## src/rtl/pipe_stage_skid.sv

```systemverilog
// rtl/pipe_stage_skid.sv - pipeline stage register with 2-entry skid buffer, valid/ready handshake and flush
//
// Carries control, data and instruction fields between two pipeline stages.
// The main entry drives out_*; a second (skid) entry absorbs one extra push
// while downstream is stalled, so in_ready can be a registered signal with no
// combinational path from in_valid or out_ready.
//
// Ports:
//   clk        in   1       clock, rising edge
//   rst        in   1       asynchronous reset, active-high
//   in_valid   in   1       upstream presents an entry
//   in_ready   out  1       stage can accept (flop output)
//   in_ctrl    in   CTRL_W  incoming control bits
//   in_data    in   DATA_W  incoming payload
//   in_inst    in   INST_W  incoming instruction
//   flush      in   1       kill all held entries, present a bubble
//   out_valid  out  1       main entry valid
//   out_ready  in   1       downstream accepts
//   out_ctrl   out  CTRL_W  main entry control, 0 in a bubble
//   out_data   out  DATA_W  main entry payload
//   out_inst   out  INST_W  main entry instruction, NOP_INST in a bubble
//   out_nop    out  1       ~out_valid
//   occupancy  out  2       entries held (0..2)

module pipe_stage_skid #(
  parameter int                CTRL_W   = 8,
  parameter int                DATA_W   = 64,
  parameter int                INST_W   = 16,
  parameter logic [INST_W-1:0] NOP_INST = 16'h0800
) (
  input  logic              clk,
  input  logic              rst,
  input  logic              in_valid,
  output logic              in_ready,
  input  logic [CTRL_W-1:0] in_ctrl,
  input  logic [DATA_W-1:0] in_data,
  input  logic [INST_W-1:0] in_inst,
  input  logic              flush,
  output logic              out_valid,
  input  logic              out_ready,
  output logic [CTRL_W-1:0] out_ctrl,
  output logic [DATA_W-1:0] out_data,
  output logic [INST_W-1:0] out_inst,
  output logic              out_nop,
  output logic [1:0]        occupancy
);

  // Encoding doubles as the occupancy count.
  typedef enum logic [1:0] {
    S_EMPTY = 2'd0,
    S_BUSY  = 2'd1,
    S_FULL  = 2'd2
  } state_t;

  state_t state_q;
  state_t state_d;

  logic              in_ready_q;

  logic [CTRL_W-1:0] main_ctrl_q;
  logic [DATA_W-1:0] main_data_q;
  logic [INST_W-1:0] main_inst_q;

  logic [CTRL_W-1:0] skid_ctrl_q;
  logic [DATA_W-1:0] skid_data_q;
  logic [INST_W-1:0] skid_inst_q;

  logic push;
  logic pop;

  // Datapath steering decided alongside the next state; at most one of the
  // main-register actions is asserted in any cycle.
  logic load_main_in;
  logic load_main_skid;
  logic clear_main;
  logic load_skid;
  logic clear_skid;

  assign out_valid = (state_q != S_EMPTY);
  assign push      = in_valid & in_ready_q;
  assign pop       = out_valid & out_ready;

  always_ff @(posedge clk or posedge rst) begin
    if (rst) begin
      state_q <= S_EMPTY;
    end else begin
      state_q <= state_d;
    end
  end

  always_comb begin
    state_d        = state_q;
    load_main_in   = 1'b0;
    load_main_skid = 1'b0;
    clear_main     = 1'b0;
    load_skid      = 1'b0;
    clear_skid     = 1'b0;

    if (flush) begin
      // Any same-cycle push is dropped; a same-cycle pop has already been
      // seen downstream, so nothing needs to be preserved.
      state_d    = S_EMPTY;
      clear_main = 1'b1;
      clear_skid = 1'b1;
    end else begin
      case (state_q)
        S_EMPTY: begin
          if (push) begin
            state_d      = S_BUSY;
            load_main_in = 1'b1;
          end
        end
        S_BUSY: begin
          if (push && pop) begin
            load_main_in = 1'b1;
          end else if (push) begin
            state_d   = S_FULL;
            load_skid = 1'b1;
          end else if (pop) begin
            state_d    = S_EMPTY;
            clear_main = 1'b1;
          end
        end
        S_FULL: begin
          // in_ready is low here, so only a pop can happen.
          if (pop) begin
            state_d        = S_BUSY;
            load_main_skid = 1'b1;
            clear_skid     = 1'b1;
          end
        end
        default: begin
          state_d    = S_EMPTY;
          clear_main = 1'b1;
          clear_skid = 1'b1;
        end
      endcase
    end
  end

  always_ff @(posedge clk or posedge rst) begin
    if (rst) begin
      in_ready_q  <= 1'b1;
      main_ctrl_q <= '0;
      main_data_q <= '0;
      main_inst_q <= NOP_INST;
      skid_ctrl_q <= '0;
      skid_data_q <= '0;
      skid_inst_q <= NOP_INST;
    end else begin
      // Registered ready: computed from the next state, never from inputs
      // directly on the output side.
      in_ready_q <= (state_d != S_FULL);

      if (load_main_in) begin
        main_ctrl_q <= in_ctrl;
        main_data_q <= in_data;
        main_inst_q <= in_inst;
      end else if (load_main_skid) begin
        main_ctrl_q <= skid_ctrl_q;
        main_data_q <= skid_data_q;
        main_inst_q <= skid_inst_q;
      end else if (clear_main) begin
        // Bubble: side-effect-free control and a NOP; payload left as is.
        main_ctrl_q <= '0;
        main_inst_q <= NOP_INST;
      end

      if (load_skid) begin
        skid_ctrl_q <= in_ctrl;
        skid_data_q <= in_data;
        skid_inst_q <= in_inst;
      end else if (clear_skid) begin
        skid_ctrl_q <= '0;
        skid_inst_q <= NOP_INST;
      end
    end
  end

  assign in_ready  = in_ready_q;
  assign out_ctrl  = main_ctrl_q;
  assign out_data  = main_data_q;
  assign out_inst  = main_inst_q;
  assign out_nop   = ~out_valid;
  assign occupancy = state_q;

endmodule
```

## config.mk

```make
export PLATFORM = sky130hd
export DESIGN_NAME = pipe_stage_skid
export DESIGN_NICKNAME = d
export VERILOG_FILES = /design/src/rtl/pipe_stage_skid.sv
export SDC_FILE = /design/constraint.sdc
export NUM_CORES = 1
export LEC_CHECK = 0
export CAP_MARGIN = 15
export CORE_UTILIZATION = 49
export CTS_BUF_LIST = sky130_fd_sc_hd__clkbuf_16
export CTS_CLUSTER_DIAMETER = 80
export DETAILED_ROUTE_END_ITERATION = 16
export PLACE_DENSITY_LB_ADDON = 0.3
export SLEW_MARGIN = 5
export SYNTH_ARGS = -nofsm -noshare
export SYNTH_HDL_FRONTEND = slang
export SYNTH_SLANG_ARGS = --single-unit
export TNS_END_PERCENT = 50
```

## constraint.sdc

```tcl
create_clock -name clk -period 6.7 [get_ports clk]
set_input_delay 1.34 -clock clk [delete_from_list [all_inputs] [get_ports clk]]
set_output_delay 1.34 -clock clk [all_outputs]
set_load 0.05 [all_outputs]
```

==> metrics, run 1 <==
part of the power in registers=45.2%; TritonCTS Buffers=17; FILL cells=989; routability congestion estimate=0.7680; Post-route DRC=0; pin count of the biggest net entering global routing=90; core area=14,100 sq um; Ys Warns=0; Via Count=4,983; Internal=2.129 mW; final clock period utilization by the worst path=55.09%; fmax=0.2709 GHz; maximum vdd drop=0.1631 mV; Max-slew headroom=22.57%; part of the power in combinational logic=26.5%; crit-path cells=clkdlybuf4s50_1, nor2_1, and3_2, buf_4, mux2_2; Sw Pwr=0.9651 mW; Netlist cell types=29; die height=123.0 um; Worst Path Class, Setup=in2reg; port buffer count=185; vias in the first global route=5,283; wirelength, routed=16.57 mm; maxcap violations=0; Tmin final=3.691 ns; area of the multi-input gates=2392 sq um; Tot Pwr=3.094 mW; Final TNS setup=0 ns; pre-CTS WS=2.592 ns; Crit path max-delay family=simple AND/OR/NAND/NOR gates; CTS sink count=179; total track usage=23.02%; Synth area leaders=dfrtp_1 (61%), a22o_1 (11%), mux2_2 (10%), a21o_1 (6.8%), a222oi_1 (3.2%); fin. max-slew vios=0; Worst Path Buf+Inv=2; Clock Latency Late Sink=0.42 ns; most common cell after layout, fill and taps aside=clkdlybuf4s50_1; Clk pin slew, worst setup/hold paths=0.06 ns; storage element area=4483 sq um; Seq/Total Area, Yosys=62.44%; top cell type's share of synthesized area=61.35%; syn_area_per_cell=14.05 sq um; synthesis-to-finish area growth=34.66%; worst slew pin tran=1.161 ns; # rows=43; setup ws final=3.009 ns; Crit. End Element=register; max incr delay on CP=0.83 ns; initial antenna violation count=0; WL met1=6.815 mm; Crit path arrival time=3.99 ns; critical path launch point type=input pin; Post-Syn Area=7179 sq um; placed cell area=9107 sq um; worst path required time=7.00 ns; flops & latches, synth=179; Clk pwr share=28.2%; Sw Ratio=31.19%; highest metal used=met4; CP Max Fanout=38; cell area after layout=9668 sq um; cts hold-fix bufs=0; area leader, netlist=dfrtp_1; Die X=123.0 um; drt first pass iters=5; Syn Nets=604; Crit-path slowest cell=and3_2; layout cells sized above 1=15.44%; Iter 0 DRT Violations=426; most frequent cells in the layout=clkdlybuf4s50_1 (185), dfrtp_1 (176), a22o_1 (87); mean routed wirelength per cell=18.98 um; post-synthesis instance total=511; post-DR vias/cell=5.708; IO Pins=186; TritonCTS clock tree=done; Hold WC Path Type=reg2reg; Hold Violations, Final=0; Starting Density=50.93%; Max Clock Skew=0.005745 ns; DR WL met2=8.084 mm; DR WL met3=1.204 mm; CTS root buffer=clkbuf_16; first-pass GRT wire length=26.33 mm; postcts setup bufs=0; P_leak=4.733 nW; die area=15,140 sq um; Post-DRT Antenna Nets=0; Resized cells post-CTS=0; RSZ-0062 raised after global routing=false; maximum root-to-sink buffer count=2; status=completed; Final setup viols=0; DPL Wire Length=10.65 mm; Ant. Diodes=0; Min Hold Slack=0.4769 ns; power density over the cells=320.0 nW/um^2; global route overflow=0; H-tree levels=4; number of nets in the layout=776
-- cells in the mapped netlist --
| cell | count |
|---|---|
| nand3b_1 | 1 |
| xor2_1 | 2 |
| a21o_1 | 65 |
| o21bai_1 | 1 |
| buf_4 | 6 |
| and3_1 | 1 |
| a21oi_1 | 2 |
| a22o_1 | 87 |
| nand3_2 | 1 |
| dfstp_2 | 3 |
| dfrtp_1 | 176 |
| mux2_2 | 64 |
| nor4_4 | 1 |
| nor2_1 | 3 |
| buf_2 | 21 |
| a32o_2 | 1 |
| and2b_1 | 1 |
| or2_2 | 1 |
| a222oi_1 | 23 |
| o21a_1 | 1 |
| a22oi_1 | 1 |
| nor2_2 | 2 |
| inv_1 | 28 |
| clkbuf_1 | 11 |
| nor2b_1 | 1 |
| a221oi_1 | 1 |
| nand2_1 | 3 |
| buf_6 | 2 |
| or2_1 | 1 |
-- final cells by class --
type,count,share of cell area (%)
clock inverters,12,0.8283
well taps,180,2.329
inverters,28,1.139
repair buffers,193,20.19
flip-flops and latches,179,46.37
multi-input cells,264,24.74
clock buffers,17,4.400
-- layer usage --
metal  vias up  global-route usage (%)
met4         0                   10.02
met3        32                   7.934
met1      2525                   27.44
met2       173                   37.89
met5         -                       0
li1       2253                       -
-- metrics by stage --
step | util, % | instances
after global placement | 64.61 | 842
after detailed placement | 64.61 | 842
after CTS | 68.20 | 871
after floorplan | - | 511
final | 68.59 | 873
after global routing | 68.59 | 873
-- sequential cells by signal, indices dropped and copies added, names as in the netlist --
signal       flops
in_ready         1
skid_ctrl_q      8
out_data        64
occupancy        2
skid_data_q     64
skid_inst_q     16
out_ctrl         8
out_inst        16
-- cells by family after synthesis --
group / Yosys count / share of synthesized area, %
buf+inv: 68 / 4.444
compound gates: 182 / 21.35
flops: 179 / 62.44
xor+xnor: 2 / 0.2440
mux: 64 / 10.04
simple gates: 16 / 1.482
-- power groups by stage --
stage                     registers, mW  clock network, mW  logic, mW
after floorplan                    1.68                  0      0.253
after global placement             1.41                  0      0.802
after detailed placement           1.42                  0      0.823
after CTS                          1.40              0.892      0.825
after global routing               1.43              0.935      0.867
final                              1.40              0.873      0.821
-- final timing paths --
| kind | start | to | slack, ns | cells past startpoint |
|---|---|---|---|---|
| max | flush | skid_data_q[48]$_DFFE_PP0P_ | 3.01 | 5 |
| min | out_data[2]$_DFFE_PP0P_ | out_data[2]$_DFFE_PP0P_ | 0.48 | 1 |
| max reg2reg | occupancy[1]$_DFF_PP0_ | out_data[60]$_DFFE_PP0P_ | 4.03 | 5 |
| min reg2reg | out_data[2]$_DFFE_PP0P_ | out_data[2]$_DFFE_PP0P_ | 0.48 | 1 |
| max in group asynchronous | rst | skid_data_q[14]$_DFFE_PP0P_ | 4.65 | 4 |
| min in group asynchronous | rst | out_data[55]$_DFFE_PP0P_ | 1.17 | 2 |
(Power assumes the default switching activity.)
==> inputs of run 2 (changes only) <==
==> constraint.sdc (replaced) <==
create_clock -name clk -period 3.58 [get_ports clk]
set_input_delay 0.716 -clock clk [delete_from_list [all_inputs] [get_ports clk]]
set_output_delay 0.716 -clock clk [all_outputs]
set_load 0.05 [all_outputs]
==> metrics, run 2 (synthesis results as in run 1) <==
status=completed (unchanged); die height=123.0 um (unchanged); Starting Density=50.93% (unchanged); Die X=123.0 um (unchanged); P_leak=4.768 nW (was 4.733 nW); drt first pass iters=7 (was 5); Iter 0 DRT Violations=438 (was 426); highest metal used=met4 (unchanged); Post-route DRC=0 (unchanged); placed cell count=849 (was 842); worst slew pin tran=0.9115 ns (was 1.161 ns); Sw Pwr=1.829 mW (was 0.9651 mW); Worst Path Class, Setup=reg2out (was in2reg); fmax=0.3529 GHz; Max-slew headroom=39.10% (was 22.57%); power density over the cells=603.6 nW/um^2 (was 320.0 nW/um^2); worst path required time=2.86 ns (was 7.00 ns); DPL Wire Length=10.82 mm (was 10.65 mm); Crit. End Element=primary output (was register); Min Hold Slack=0.4735 ns (was 0.4769 ns); Hold WC Path Type=reg2reg (unchanged); number of nets in the layout=781 (was 776); Final setup viols=0 (unchanged); Resized cells post-CTS=0 (unchanged); maximum vdd drop=0.3560 mV (was 0.1631 mV); routability congestion estimate=0.7888 (was 0.7680); RSZ-0062 raised after global routing=false (unchanged); DR WL met3=1.415 mm (was 1.204 mm); first-pass GRT wire length=26.54 mm (was 26.33 mm); Hold Violations, Final=0 (unchanged); layout cells sized above 1=16.14% (was 15.44%); H-tree levels=4 (unchanged); final core utilization=69.35% (was 68.59%); mean routed wirelength per cell=18.86 um (was 18.98 um); die area=15,140 sq um (unchanged); Crit path arrival time=2.12 ns (was 3.99 ns); total track usage=23.24% (was 23.02%); Tmin final=2.834 ns; TritonCTS Buffers=17 (unchanged); Via Count=5,052 (was 4,983); most frequent cells in the layout=clkdlybuf4s50_1 (185), dfrtp_1 (176), a22o_1 (87) (unchanged); port buffer count=185 (unchanged); IO Pins=186 (unchanged); Sw Ratio=30.99% (was 31.19%); critical path launch point type=register (was input pin); Max Clock Skew=0.01043 ns (was 0.005745 ns); final clock period utilization by the worst path=79.15%; fin cells=882 (was 873); Final TNS setup=0 ns (unchanged); # rows=43 (unchanged); postcts setup bufs=0 (unchanged); CP Max Fanout=9 (was 38); part of the power in registers=44.4% (was 45.2%); fin. max-slew vios=0 (unchanged); pin count of the biggest net entering global routing=89 (was 90); maxcap violations=0 (unchanged); initial antenna violation count=2 (was 0); synthesis-to-finish area growth=36.16% (was 34.66%); maximum root-to-sink buffer count=2 (unchanged); Internal=4.072 mW (was 2.129 mW); Clk pwr share=29.5% (was 28.2%); DR WL met2=8.180 mm (was 8.084 mm); Clk pin slew, worst setup/hold paths=0.06 ns (about the same); TritonCTS clock tree=done (unchanged); Tot Pwr=5.900 mW (was 3.094 mW); CTS sink count=179 (unchanged); Clock Latency Late Sink=0.42 ns (about the same); WL met1=6.765 mm (was 6.815 mm); core area=14,100 sq um (unchanged); cts hold-fix bufs=0 (unchanged); CTS root buffer=clkbuf_16 (unchanged); part of the power in combinational logic=26.1% (was 26.5%); Post-DRT Antenna Nets=0 (unchanged); global route overflow=0 (unchanged); vias in the first global route=5,259 (was 5,283); FILL cells=994 (was 989); post-DR vias/cell=5.728 (was 5.708); wirelength, routed=16.63 mm (was 16.57 mm); most common cell after layout, fill and taps aside=clkdlybuf4s50_1 (unchanged)
==> run 2: cell count changes in the layout (fill, tap and decap cells not counted), moves of 2 or more <==
| cell | before | now |
|---|---|---|
| buf_12 | 0 | 5 |
| clkinv_2 | 4 | 1 |
| buf_16 | 2 | 0 |
| clkinv_1 | 2 | 4 |
| clkinvlp_4 | 1 | 3 |
| buf_4 | 6 | 8 |
| diode_2 | 0 | 2 |
==> run 2: final timing paths <==
kind,cells past startpoint,slack (ns),startpoint,endpoint
worst max-delay path,3,0.75,occupancy[1]$_DFF_PP0_,out_nop
worst min-delay path,1,0.47,out_data[50]$_DFFE_PP0P_,out_data[50]$_DFFE_PP0P_
worst max register to register,4,1.45,in_ready$_DFF_PP1_,skid_data_q[12]$_DFFE_PP0P_
worst min register to register,1,0.47,out_data[50]$_DFFE_PP0P_,out_data[50]$_DFFE_PP0P_
max in group asynchronous,3,1.98,rst,out_inst[11]$_DFFE_PP1P_
min in group asynchronous,2,0.84,rst,skid_data_q[56]$_DFFE_PP0P_
==> run 2: layout make-up <==
cell class,count,area (sq um),share of cell area [%]
timing repair buffer,198,2012,20.58
multi-input combinational,264,2392,24.47
clock inverter,14,123.9,1.267
antenna,2,5.005,0.05120
inverter,28,108.9,1.114
clock buffer,17,425.4,4.352
sequential,179,4483,45.86
tap,180,225.2,2.304
==> run 2: power groups by stage <==
stage          Sequential (mW)  Combinational (mW)  Clock [mW]
6_report                  2.62                1.54        1.74
5_1_grt                   2.66                1.63        1.85
4_1_cts                   2.62                1.56        1.78
3_5_place_dp              2.65                1.55           0
3_3_place_gp              2.63                1.51           0
2_1_floorplan             3.14               0.474           0
==> run 2: worst max-delay path, stage by stage (launching register included) <==
cell	delay, ns
dfrtp_1	0.50
or2_1	0.29
inv_1	0.10
clkdlybuf4s50_1	0.80
==> run 2: per-stage QoR <==
step / setup slack [ns] / instance area (sq um)
2_1_floorplan: 0.5718 / 7183
3_3_place_gp: 0.6973 / 9221
3_5_place_dp: 0.6027 / 9221
4_1_cts: 0.7463 / 9771
5_1_grt: 0.6874 / 9776
6_report: 0.7464 / 9776
==> run 2: per-layer routing <==
metal  GRT usage (%)  up-vias
li1                -     2276
met1           28.70     2580
met2           37.08      180
met3           8.164       16
met4           10.02        0
met5               0        -
==> inputs of run 3 (changes only) <==
--- a/config.mk
+++ b/config.mk
@@ -6,7 +6,7 @@
 export NUM_CORES = 1
 export LEC_CHECK = 0
 export CAP_MARGIN = 15
-export CORE_UTILIZATION = 49
+export CORE_UTILIZATION = 44
 export CTS_BUF_LIST = sky130_fd_sc_hd__clkbuf_16
 export CTS_CLUSTER_DIAMETER = 80
 export DETAILED_ROUTE_END_ITERATION = 16
==> constraint.sdc (replaced) <==
create_clock -name clk -period 2.4 [get_ports clk]
set_input_delay 0.48 -clock clk [delete_from_list [all_inputs] [get_ports clk]]
set_output_delay 0.48 -clock clk [all_outputs]
set_load 0.05 [all_outputs]
==> metrics, run 3 (synthesis results as in run 1) <==
FF-to-FF setup slack=0.49 ns (was 1.45 ns); Worst Path Buf+Inv=1 (was 2); Via Count=5,076 (was 5,052); pin count of the biggest net entering global routing=60 (was 89); CP Max Fanout=9 (unchanged); Crit. End Element=primary output (unchanged); layout cells sized above 1=17.86% (was 16.14%); power density over the cells=905.1 nW/um^2 (was 603.6 nW/um^2); Post-route DRC=0 (unchanged); worst slew pin tran=0.5800 ns (was 0.9115 ns); worst path required time=1.92 ns (was 2.86 ns); # rows=46 (was 43); TritonCTS Buffers=17 (unchanged); TritonCTS clock tree=done (unchanged); post-DR vias/cell=5.476 (was 5.728); first-pass GRT wire length=26.78 mm (was 26.54 mm); die area=16,830 sq um (was 15,140 sq um); Final TNS setup=0 ns (unchanged); Die X=129.7 um (was 123.0 um); CTS sink count=179 (unchanged); final clock period utilization by the worst path=96.71%; Worst R2R Start=in_ready$_DFF_PP1_ (unchanged); core area=15,890 sq um (was 14,100 sq um); Clock Latency Late Sink=0.42 ns (about the same); initial antenna violation count=0 (was 2); worst reg2reg endpoint=skid_data_q[48]$_DFFE_PP0P_ (was skid_data_q[12]$_DFFE_PP0P_); fmax=0.4308 GHz; final core utilization=63.05% (was 69.35%); global route overflow=0 (unchanged); Crit path max-delay family=buffers and inverters (unchanged); Worst Path Class, Setup=reg2out (unchanged); Max Clock Skew=0.007323 ns (was 0.01043 ns); max incr delay on CP=0.88 ns (was 0.80 ns); most common cell after layout, fill and taps aside=clkdlybuf4s50_1 (unchanged); port buffer count=185 (unchanged); critical path launch point type=register (unchanged); setup ws final=0.07896 ns (was 0.7464 ns); maximum vdd drop=0.4481 mV (was 0.3560 mV); drt first pass iters=6 (was 7); postcts setup bufs=0 (unchanged); Resized cells post-CTS=1 (was 0); Post-DRT Antenna Nets=0 (unchanged); FF-to-FF path depth=5 (was 4); FILL cells=1,216 (was 994); fin. max-slew vios=0 (unchanged); wirelength, routed=17.01 mm (was 16.63 mm); Iter 0 DRT Violations=453 (was 438); Starting Density=45.20% (was 50.93%); mean routed wirelength per cell=18.34 um (was 18.86 um); area of the multi-input gates=2392 sq um (unchanged); maxcap violations=0 (unchanged); Crit-path slowest cell=clkdlybuf4s50_1 (unchanged); CTS root buffer=clkbuf_16 (unchanged); Ant. Diodes=0 (was 2); Final setup viols=0 (unchanged); crit-path cells=clkdlybuf4s50_1 (was or2_1, inv_1, clkdlybuf4s50_1); synthesis-to-finish area growth=39.51% (was 36.16%); RSZ-0062 raised after global routing=false (unchanged); Crit path arrival time=1.84 ns (was 2.12 ns); most frequent cells in the layout=clkdlybuf4s50_1 (183), dfrtp_1 (176), a22o_1 (87) (was clkdlybuf4s50_1 (185), dfrtp_1 (176), a22o_1 (87)); Clk pin slew, worst setup/hold paths=0.06 ns (about the same); cts hold-fix bufs=0 (unchanged); Hold WC Path Type=in2async (was reg2reg); H-tree levels=4 (unchanged); pre-CTS WS=0.05881 ns (was 0.6027 ns); P_leak=4.877 nW (was 4.768 nW); routability congestion estimate=0.7824 (was 0.7888); storage element area=4483 sq um (unchanged); Max-slew headroom=61.34% (was 39.10%); Tmin final=2.321 ns; die height=129.7 um (was 123.0 um); total track usage=21.12% (was 23.24%); status=completed (unchanged); vias in the first global route=5,272 (was 5,259); number of nets in the layout=792 (was 781); maximum root-to-sink buffer count=2 (unchanged); IO Pins=186 (unchanged); DPL Wire Length=11.59 mm (was 10.82 mm); Hold Violations, Final=0 (unchanged)
## run 3: cell types whose count changed in the layout (fill, tap and decap cells not counted), sizes merged
cell | previous run | this run
clkinvlp | 3 | 2
bufinv | 2 | 4
dlygate4sd2 | 0 | 1
diode | 2 | 0
clkdlybuf4s50 | 185 | 183
buf | 13 | 25
inv | 31 | 30
## run 3: layout make-up
class                      count  share of cell area, %
multi-input combinational    264                  23.88
inverter                      28                  1.087
tap                          216                  2.698
timing repair buffer         209                  21.62
clock inverter                14                  1.699
sequential                   179                  44.76
clock buffer                  17                  4.247
## run 3: per-stage QoR
step	total power [mW]	std cells	cell area (sq um)	hold WS, ns
3_5_place_dp	6.303	896	9422	0.4642
5_1_grt	9.442	927	10020	0.3741
4_1_cts	9.144	927	10020	0.3641
6_report	9.065	927	10020	0.3761
2_1_floorplan	5.398	511	7183	0.4572
3_3_place_gp	6.212	896	9422	0.4568
## run 3: worst max path at each step
stage,cells after the start,end,start,slack (ns)
4_1_cts,1,occupancy[1],occupancy[1]$_DFF_PP0_,0.05
6_report,1,occupancy[1],occupancy[1]$_DFF_PP0_,0.08
5_1_grt,1,occupancy[1],occupancy[1]$_DFF_PP0_,0.02
3_3_place_gp,6,skid_data_q[44]$_DFFE_PP0P_,in_valid,0.09
2_1_floorplan,1,occupancy[0]$_DFF_PP0_,rst,-0.37
3_5_place_dp,7,skid_ctrl_q[4]$_DFFE_PP0P_,in_valid,0.06
## run 3: report_power, final
part | internal [mW] | leakage, nW | switching (mW)
clock network | 1.71 | 0.298 | 1.11
registers | 3.59 | 2.27 | 0.312
logic | 1.00 | 2.31 | 1.33
## run 3: per-layer routing
| layer | GRT usage [%] | routed length [um] | up-vias |
|---|---|---|---|
| met4 | 7.592 | 291 | 0 |
| met1 | 25.94 | 7055 | 2600 |
| met5 | 0 | 0 | - |
| met2 | 35.11 | 8521 | 155 |
| met3 | 6.765 | 1138 | 23 |
| li1 | - | - | 2298 |
